File: src/rtl/vga_pkg.sv
// vga_pkg: shared VGA types plus the AXI4-Lite register map of vga_axil_regs
package vga_pkg;
  typedef enum logic [1:0] {
    VGA_RES_800_600   = 2'd0,
    VGA_RES_640_480   = 2'd1,
    VGA_RES_1024_768  = 2'd2,
    VGA_RES_1280_1024 = 2'd3
  } vga_resolution_e;
  localparam int unsigned VGA_RES_NUM = 4;
  localparam logic [10:0] REG_CTRL    = 11'h000;
  localparam logic [10:0] REG_STATUS  = 11'h004;
  localparam logic [10:0] REG_SCRATCH = 11'h008;
  localparam logic [10:0] REG_ID      = 11'h00C;
  localparam logic [1:0] RESP_OKAY   = 2'b00;
  localparam logic [1:0] RESP_SLVERR = 2'b10;
  localparam int CTRL_RES_LSB    = 8;
  localparam int CTRL_RES_W      = 8;
  localparam int CTRL_START_BIT  = 0;
  localparam int STATUS_BUSY_BIT = 0;
  localparam int STATUS_DONE_BIT = 1;
endpackage

File: src/rtl/vga_axil_skid.sv
// vga_axil_skid: one-deep valid/ready capture buffer for an AXI4-Lite channel
module vga_axil_skid #(
  parameter int W = 32
) (
  input  logic         clk,
  input  logic         rst_n,
  input  logic [W-1:0] in_data,
  input  logic         in_valid,
  output logic         in_ready,
  output logic [W-1:0] out_data,
  output logic         out_valid,
  input  logic         pop
);
  logic full_next;
  assign full_next = (in_valid & in_ready) | (out_valid & ~pop);
  // ready is registered as "empty next cycle" so it stays low through reset
  always_ff @(posedge clk or negedge rst_n)
    if (!rst_n) begin
      in_ready  <= 1'b0;
      out_valid <= 1'b0;
      out_data  <= '0;
    end else begin
      in_ready  <= ~full_next;
      out_valid <= full_next;
      if (in_valid & in_ready) out_data <= in_data;
    end
endmodule

File: src/rtl/vga_axil_regs.sv
// vga_axil_regs: AXI4-Lite control/status registers driving vga_clk_gen
module vga_axil_regs
  import vga_pkg::*;
#(
  parameter logic [31:0] ID_VALUE = 32'h5647_4101
) (
  input  logic            clk_100m_i,
  input  logic            arstn_i,
  input  logic [10:0]     s_axi_awaddr,
  input  logic            s_axi_awvalid,
  output logic            s_axi_awready,
  input  logic [31:0]     s_axi_wdata,
  input  logic [3:0]      s_axi_wstrb,
  input  logic            s_axi_wvalid,
  output logic            s_axi_wready,
  output logic [1:0]      s_axi_bresp,
  output logic            s_axi_bvalid,
  input  logic            s_axi_bready,
  input  logic [10:0]     s_axi_araddr,
  input  logic            s_axi_arvalid,
  output logic            s_axi_arready,
  output logic [31:0]     s_axi_rdata,
  output logic [1:0]      s_axi_rresp,
  output logic            s_axi_rvalid,
  input  logic            s_axi_rready,
  output vga_resolution_e resolution_o,
  output logic            req_o,
  input  logic            valid_i
);
  logic        aw_full, w_full, commit, busy, done;
  logic [8:0]  wsel;
  logic [35:0] w_buf;
  logic [31:0] wd, scratch, rd_data;
  logic [3:0]  ws;
  logic [7:0]  new_res;
  logic        start, known, ctrl_en, ctrl_bad, ctrl_go, w1c, scr_en, ar_hs, rvalid_next;
  logic [1:0]  wr_resp, rd_resp;
  logic        unused_addr_lsbs;
  assign unused_addr_lsbs = ^{s_axi_awaddr[1:0], s_axi_araddr[1:0]};

  vga_axil_skid #(.W(9)) u_aw (
    .clk(clk_100m_i), .rst_n(arstn_i), .in_data(s_axi_awaddr[10:2]), .in_valid(s_axi_awvalid),
    .in_ready(s_axi_awready), .out_data(wsel), .out_valid(aw_full), .pop(commit)
  );
  vga_axil_skid #(.W(36)) u_w (
    .clk(clk_100m_i), .rst_n(arstn_i), .in_data({s_axi_wstrb, s_axi_wdata}), .in_valid(s_axi_wvalid),
    .in_ready(s_axi_wready), .out_data(w_buf), .out_valid(w_full), .pop(commit)
  );

  assign commit   = aw_full & w_full & ~s_axi_bvalid;
  assign wd       = w_buf[31:0];
  assign ws       = w_buf[35:32];
  assign new_res  = wd[CTRL_RES_LSB +: CTRL_RES_W];
  assign start    = wd[CTRL_START_BIT];
  assign known    = wsel inside {REG_CTRL[10:2], REG_STATUS[10:2], REG_SCRATCH[10:2], REG_ID[10:2]};
  assign ctrl_en  = commit && wsel == REG_CTRL[10:2] && &ws[1:0];
  assign ctrl_bad = 32'(new_res) >= VGA_RES_NUM || (busy && start);
  assign ctrl_go  = ctrl_en && !ctrl_bad;
  assign w1c      = commit && wsel == REG_STATUS[10:2] && ws[0] && wd[STATUS_DONE_BIT];
  assign scr_en   = commit && wsel == REG_SCRATCH[10:2];
  assign wr_resp  = (!known || (ctrl_en && ctrl_bad)) ? RESP_SLVERR : RESP_OKAY;

  // read decode from the live AR address; only sampled on the AR handshake
  always_comb begin
    rd_resp = RESP_OKAY;
    rd_data = '0;
    case (s_axi_araddr[10:2])
      REG_CTRL[10:2]:    rd_data[CTRL_RES_LSB +: CTRL_RES_W] = 8'(resolution_o);
      REG_STATUS[10:2]:  rd_data[STATUS_DONE_BIT:STATUS_BUSY_BIT] = {done, busy};
      REG_SCRATCH[10:2]: rd_data = scratch;
      REG_ID[10:2]:      rd_data = ID_VALUE;
      default:           rd_resp = RESP_SLVERR;
    endcase
  end

  // register state updated by write commits and completion pulses; a new START outranks valid_i, which outranks W1C
  always_ff @(posedge clk_100m_i or negedge arstn_i)
    if (!arstn_i) begin
      resolution_o <= VGA_RES_800_600;
      req_o        <= 1'b0;
      busy         <= 1'b0;
      done         <= 1'b0;
      scratch      <= '0;
      s_axi_bvalid <= 1'b0;
      s_axi_bresp  <= RESP_OKAY;
    end else begin
      req_o <= ctrl_go && start;
      if (ctrl_go) resolution_o <= vga_resolution_e'(new_res[1:0]);
      if (ctrl_go && start) begin
        busy <= 1'b1;
        done <= 1'b0;
      end else if (valid_i) begin
        busy <= 1'b0;
        done <= 1'b1;
      end else if (w1c) done <= 1'b0;
      if (scr_en) for (int i = 0; i < 4; i++) if (ws[i]) scratch[8*i +: 8] <= wd[8*i +: 8];
      if (commit) begin
        s_axi_bvalid <= 1'b1;
        s_axi_bresp  <= wr_resp;
      end else if (s_axi_bready) s_axi_bvalid <= 1'b0;
    end

  assign ar_hs       = s_axi_arvalid & s_axi_arready;
  assign rvalid_next = ar_hs | (s_axi_rvalid & ~s_axi_rready);

  // read channel: capture data on AR handshake and hold it until rready
  always_ff @(posedge clk_100m_i or negedge arstn_i)
    if (!arstn_i) begin
      s_axi_arready <= 1'b0;
      s_axi_rvalid  <= 1'b0;
      s_axi_rdata   <= '0;
      s_axi_rresp   <= RESP_OKAY;
    end else begin
      s_axi_arready <= ~rvalid_next;
      s_axi_rvalid  <= rvalid_next;
      if (ar_hs) begin
        s_axi_rdata <= rd_data;
        s_axi_rresp <= rd_resp;
      end
    end
endmodule

File: config.mk
export PLATFORM = sky130hd
export DESIGN_NAME = vga_axil_regs
export DESIGN_NICKNAME = d
export VERILOG_FILES = /design/src/rtl/vga_pkg.sv /design/src/rtl/vga_axil_skid.sv /design/src/rtl/vga_axil_regs.sv
export SDC_FILE = /design/constraint.sdc
export NUM_CORES = 1
export LEC_CHECK = 0
export CAP_MARGIN = 10
export CELL_PAD_IN_SITES_DETAIL_PLACEMENT = 0
export CELL_PAD_IN_SITES_GLOBAL_PLACEMENT = 1
export CORE_UTILIZATION = 30
export CTS_BUF_LIST = sky130_fd_sc_hd__clkbuf_16
export DETAILED_ROUTE_END_ITERATION = 16
export PLACE_DENSITY = 0.68
export SYNTH_ARGS = -nofsm -noshare
export SYNTH_HDL_FRONTEND = slang
export SYNTH_HIERARCHICAL = 1
export SYNTH_SLANG_ARGS = --single-unit
File: constraint.sdc
create_clock -name clk_100m_i -period 2.3 [get_ports clk_100m_i]
set_clock_uncertainty 0.2 [all_clocks]
set_input_delay 0.46 -clock clk_100m_i [delete_from_list [all_inputs] [get_ports clk_100m_i]]
set_output_delay 0.46 -clock clk_100m_i [all_outputs]
set_load 0.05 [all_outputs]
## Yosys cells after proc, flatten, opt, wreduce, memory -nomap -nowiden

Cells that the tools add are included.

| storage, ports and cells | value |
|---|---|
| bits in registers | 125 |
| latch bits | 0 |
| RAM bits | 0 |
| bits in read-only memories | 0 |
| input port bits | 66 |
| word-level logic and storage cells | 83 |
| memories kept | 0 |

| operators by class | value |
|---|---|
| $add $sub $neg | 0 |
| $mul | 0 |
| divide/modulo/power cells | 0 |
| order comparisons | 1 |
| eq/ne operators | 6 |
| shifts and indexed selects | 0 |
| multiplexer cells | 13 |
| bitwise gates (word level) | 17 |
| reductions and logical operators | 26 |

Operator list:

| operator | count |
|---|---|
| $eq A9 B2 Y1 const B | 4 |
| $pmux W16 S2 | 1 |
| $pmux W8 S3 | 1 |
| $eq A9 B1 Y1 const B | 2 |
| $logic_not A9 Y1 | 2 |
| $logic_and A1 B1 Y1 | 10 |
| $reduce_and A2 Y1 | 5 |
| $and A1 B1 Y1 | 8 |
| $ge A8 B3 Y1 const B | 1 |
| $mux W1 | 7 |
| $mux W6 | 1 |
| $not A1 Y1 | 6 |
| $pmux W2 S3 | 1 |
| $mux W2 | 2 |
| $reduce_bool A2 Y1 | 2 |
| $reduce_bool A4 Y1 | 1 |
| $reduce_or A4 Y1 | 1 |
| $or A1 B1 Y1 | 3 |
| $reduce_bool A3 Y1 | 1 |
| $logic_not A1 Y1 | 2 |
| $logic_or A1 B1 Y1 | 2 |

## Longest topological paths before layout

| depth | value |
|---|---|
| depth in word-level cells | 8 |
| gate-level depth with buffers | 7 |
| depth with buffers taken out | 6 |

## Modules after synthesis

Netlist, hierarchy kept.

By module, submodules not included:

| module | instances | cells an instance | area an instance (um2) | seq. area each (um2) |
|---|---|---|---|---|
| vga_axil_regs | 1 | 222 | 3120.5 | 1851.8 |
| vga_axil_skid (u_w) | 1 | 82 | 1482.7 | 950.9 |
| vga_axil_skid (u_aw) | 1 | 25 | 440.4 | 275.3 |

## Least setup slack after synthesis

No wires, ideal clock.

| timing | value |
|---|---|
| kind | reg2reg |
| from | reg s_axi_bvalid |
| to | reg scratch[0] |
| setup time | 125 ps |
| data arrival time | 1700 ps |
| required time | 1975 ps |
| path slack | 275 ps |
| cell stages (with the launch flop) | 8 |
| period minus slack after synthesis | 2025 ps |
| cells stage by stage | dfrtp_1 inv_1 nand3_1 inv_1 and4_4 buf_12 nand2_8 mux2_4 |

| on the way | value |
|---|---|
| cells in the longest elaborated chain, start to end | 4 |

RTL lines:

| item | RTL line | RTL |
|---|---|---|
| from (decl) | vga_axil_regs.sv:17 | `output logic s_axi_bvalid,` |
| from (signal assigned) | vga_axil_regs.sv:84 | `s_axi_bvalid <= 1'b0;` |
| from (signal assigned) | vga_axil_regs.sv:98 | `s_axi_bvalid <= 1'b1;` |
| from (signal assigned) | vga_axil_regs.sv:100 | `end else if (s_axi_bready) s_axi_bvalid <= 1'b0;` |
| $not A1 Y1 | vga_axil_regs.sv:50 | `assign commit = aw_full & w_full & ~s_axi_bvalid;` |
| $and A1 B1 Y1 | vga_axil_regs.sv:50 |  |
| named net commit | vga_axil_regs.sv:30 | `logic aw_full, w_full, commit, busy, done;` |
| $logic_and A1 B1 Y1 | vga_axil_regs.sv:60 | `assign scr_en = commit && wsel == REG_SCRATCH[10:2];` |
| $reduce_and A2 Y1 (no line) | -- |  |
| to (signal assigned) | vga_axil_regs.sv:83 | `scratch <= '0;` |
| to (decl) | vga_axil_regs.sv:33 | `logic [31:0] wd, scratch, rd_data;` |

The timed path passes the listed nets, and every way through them passes these cells.
A chain may end at the register's enable or synchronous reset.

## Worst setup path in the final report

| timing | value |
|---|---|
| from | reg s_axi_arready |
| to | out s_axi_arready |

RTL lines:

| item | RTL line | RTL |
|---|---|---|
| from (decl) | vga_axil_regs.sv:21 | `output logic s_axi_arready,` |
| from (signal assigned) | vga_axil_regs.sv:114 | `s_axi_arready <= ~rvalid_next;` |

No word-level cell between the ends.

==> summary.md <==
| Metric | Value |
|---|---|
| Status | complete, no violations |
| # clock sinks | 123 |
| Critical path's top delay family | buffers and inverters |
| Synth top cells by count | dfrtp_1 (123), mux2_4 (58), mux2_2 (21), a22o_1 (19), nand2_1 (19) |
| LEAKAGE | 3.23 nW |
| Int Pwr | 5.11 mW |
| Buffers plus inverters on the worst setup path | 1 |
| Worst Hold Class | flip-flop to flip-flop |
| CP Max Fanout | 3 |
| CP peak stage delay | 0.81 ns |
| Hold Startpoint | s_axi_rdata[22] |
| Post-synthesis mux area share | 22.2% |
| Placed instance count | 651 |
| Post-Synth Simple-Gate Area | 7.17% |
| Worst Path Arrival | 1.59 ns |
| Post-Synthesis Cells | 329 |
| Overflow after GRT | 0 |
| Pwr/cell area | 1010 mW/mm² |
| Slowest cell on the critical path | clkdlybuf4s50_1 |
| Post-synthesis compound-gate area fraction | 6.62% |
| XOR/XNOR Fraction of Synth Area | 0% |
| Initial antenna violation count | 0 |
| Hold_ws | 0.278 ns |
| CTS tree | done |
| Critical path type | flip-flop to primary output |
| First-pass DRT Iterations | 4 |
| Non-Filler Instances | 684 |
| Clk pwr share | 35.1% |
| Met2 Use GR | 20.7% |
| Dpl cell area | 0.00635 mm² |
| Starting DRT DRC Count | 138 |
| Final ANT Viol Nets | 0 |
| Worst Hold Path EP | s_axi_rdata[22] |
| Largest family of logic cells by synthesized area | multiplexers |
| FF+latch count, synth | 123 |
| DR vias/cell | 4.36 |
| Met1 Track Usage GR | 17.1% |
| Clock transition at path regs | 0.05 ns |
| Worst-Skew Late Latency | 0.41 ns |
| Top cells by area, synth | dfrtp_1 (61%), mux2_4 (17%), mux2_2 (4.7%), a22o_1 (3.3%), nand2_8 (1.6%) |
| Top-count cell post-synth | dfrtp_1 |
| Pin count of the biggest net entering global routing | 86 |
| Synth Area per Inst | 15.3 µm² |
| Via count | 2,982 |
| Total power draw | 6.99 mW |
| CP endpoint kind | primary output |
| Final min period | 2.25 ns |
| Die width | 132 µm |
| Diode count | 0 |
| Synth warnings | 6 |
| TritonCTS Buffers | 17 |
| Max cap viols | 0 |
| Top-level I/O count | 110 |
| Top Usage Layer GRT | met2 |
| Area grow syn2layout | 36.9% |
| Hold Path Stages | 2 |
| Slew @ Worst Pin | 0.527 ns |
| Rel. slew slack | 64.7% |
| Main synth FF type | dfrtp_1 |
| Final Hold Fails | 0 |
| Residual DRC | 0 |
| Bufs on Longest Clock Path | 2 |
| Initial Utilization | 30.5% |
| # rows | 47 |
| EDFF count, synth | 0 |
| Vias in the first global route | 3,142 |
| Finished Cell Area | 0.00690 mm² |
| Fin crit share | 97.9% |
| R2r setup slk | 0.22 ns |
| Crit. path cell count | 1 |
| Netlist cell types | 39 |
| Setup Buffers After CTS | 0 |
| Worst EP required | 1.64 ns |
| CP Launch Type | flip-flop |
| Total Nets Final | 517 |
| H-tree depth | 4 |
| Seq/Total Area, Yosys | 61.0% |
| Setup violators final | 0 |
| Root buffer cell | clkbuf_16 |
| VDD IR-drop max | 0.000456 V |
| Share of layout cells above drive strength 1 | 29.1% |
| R2R Path End | resolution_o[1] |
| Synth Area in Adders | 0% |
| Dpl hpwl | 7340 µm |
| Post-Syn Area | 0.00504 mm² |
| Asr flop ratio synth | 100% |
| WL per Instance | 15.9 µm |
| Placer Congestion | 0.712 |
| Overall Global Routing Usage | 13.4% |
| Yosys top cell by area | dfrtp_1 |
| Util after Layout | 41.8% |
| Psw | 1.89 mW |
| Die area | 0.0173 mm² |
| Pins Over Slew Limit | 0 |
| Met3 Resource Use GR | 5.17% |
| Sw Ratio | 27.0% |
| Die height | 132 µm |
| Combinational power share | 21.1% |
| Highest clock rate | 444 MHz |
| Reg2Reg Depth | 5 |
| Port Buffers | 103 |
| RSZ-0062 raised after global routing | false |
| Core region area | 0.0165 mm² |
| First-pass GRT wire length | 17,500 µm |
| Synth top area share | 61.0% |
| Part of the power in registers | 43.8% |
| DRT Wirelength | 10,900 µm |
| CP cell instances | clkdlybuf4s50_1 |
| Worst R2R Start | u_w/out_data[14] |
==> metrics by stage <==
step                      TNS [ns]  setup WS, ns
after detailed placement  -0.00605      -0.00605
after global placement           0        0.0215
after global routing             0       0.00130
final                            0        0.0494
after floorplan                  0         0.275
after CTS                        0        0.0160
==> layout by cell type (no fill, tap or decap), types with 13 or more instances in the layout <==
cell type	instances
o21ai_0	16
inv_1	13
mux2_4	58
dfrtp_1	123
mux2_2	21
clkdlybuf4s50_1	94
buf_4	17
clkbuf_16	17
nand2_1	18
a22o_1	19
==> per-layer routing <==
metal	vias up	wire length, µm	part of all wire (%)
li1	1412	-	-
met1	1481	4950	46
met2	78	5130	47
met3	11	668	6.1
met4	0	120	1.1
met5	-	0	0
==> power groups by stage <==
stage               clock network [mW]  logic (mW)  registers (mW)
finish                            2.46        1.48            3.06
global route                      2.62        1.58            3.13
CTS                               2.52        1.50            3.07
detailed placement                   0        1.48            3.10
global placement                     0        1.45            3.08
floorplan                            0       0.972            3.14
==> worst max-delay path by stage <==
| stage | start | to | slack, ns |
|---|---|---|---|
| final | s_axi_arready | s_axi_arready | 0.05 |
| after global routing | s_axi_arready | s_axi_arready | 0.001 |
| after CTS | s_axi_rdata[15] | s_axi_rdata[15] | 0.02 |
| after detailed placement | s_axi_araddr[7] | s_axi_rdata[28] | -0.006 |
| after global placement | s_axi_araddr[7] | s_axi_rdata[5] | 0.02 |
| after floorplan | s_axi_bvalid | scratch[0] | 0.28 |
==> repair_timing <==
item | 4_1_cts | 5_1_grt
hold endpoints to repair | 123 | 0
resized for setup | 1 | 0
endpoints found under the setup margin | 1 | 0
hold buffers | 1 | 0
==> area by class of cell <==
class	count	area (µm²)
fillers	1530	9620
inverters	10	37.5
clock inverters	15	116
clock buffers	17	425
well taps	220	275
repair buffers	116	1150
multi-input cells	183	1820
flip-flops and latches	123	3080
==> state kept, by name, indices dropped and copies added (netlist names) <==
register	count
resolution_o	2
s_axi_arready	1
u_w/out_data	36
req_o	1
u_w/in_ready	1
s_axi_rvalid	1
busy	1
u_aw/out_valid	1
s_axi_bresp	1
u_aw/in_ready	1
scratch	32
s_axi_rdata	32
s_axi_bvalid	1
u_w/out_valid	1
done	1
s_axi_rresp	1
u_aw/out_data	9
==> cells by family after synthesis <==
logic type,Yosys count
other,1
and+or+nand+nor,53
muxes,80
buffers and inverters,24
AOI/OAI and AO/OA,48
DFF,123
Power figures use the tool's default switching activity.
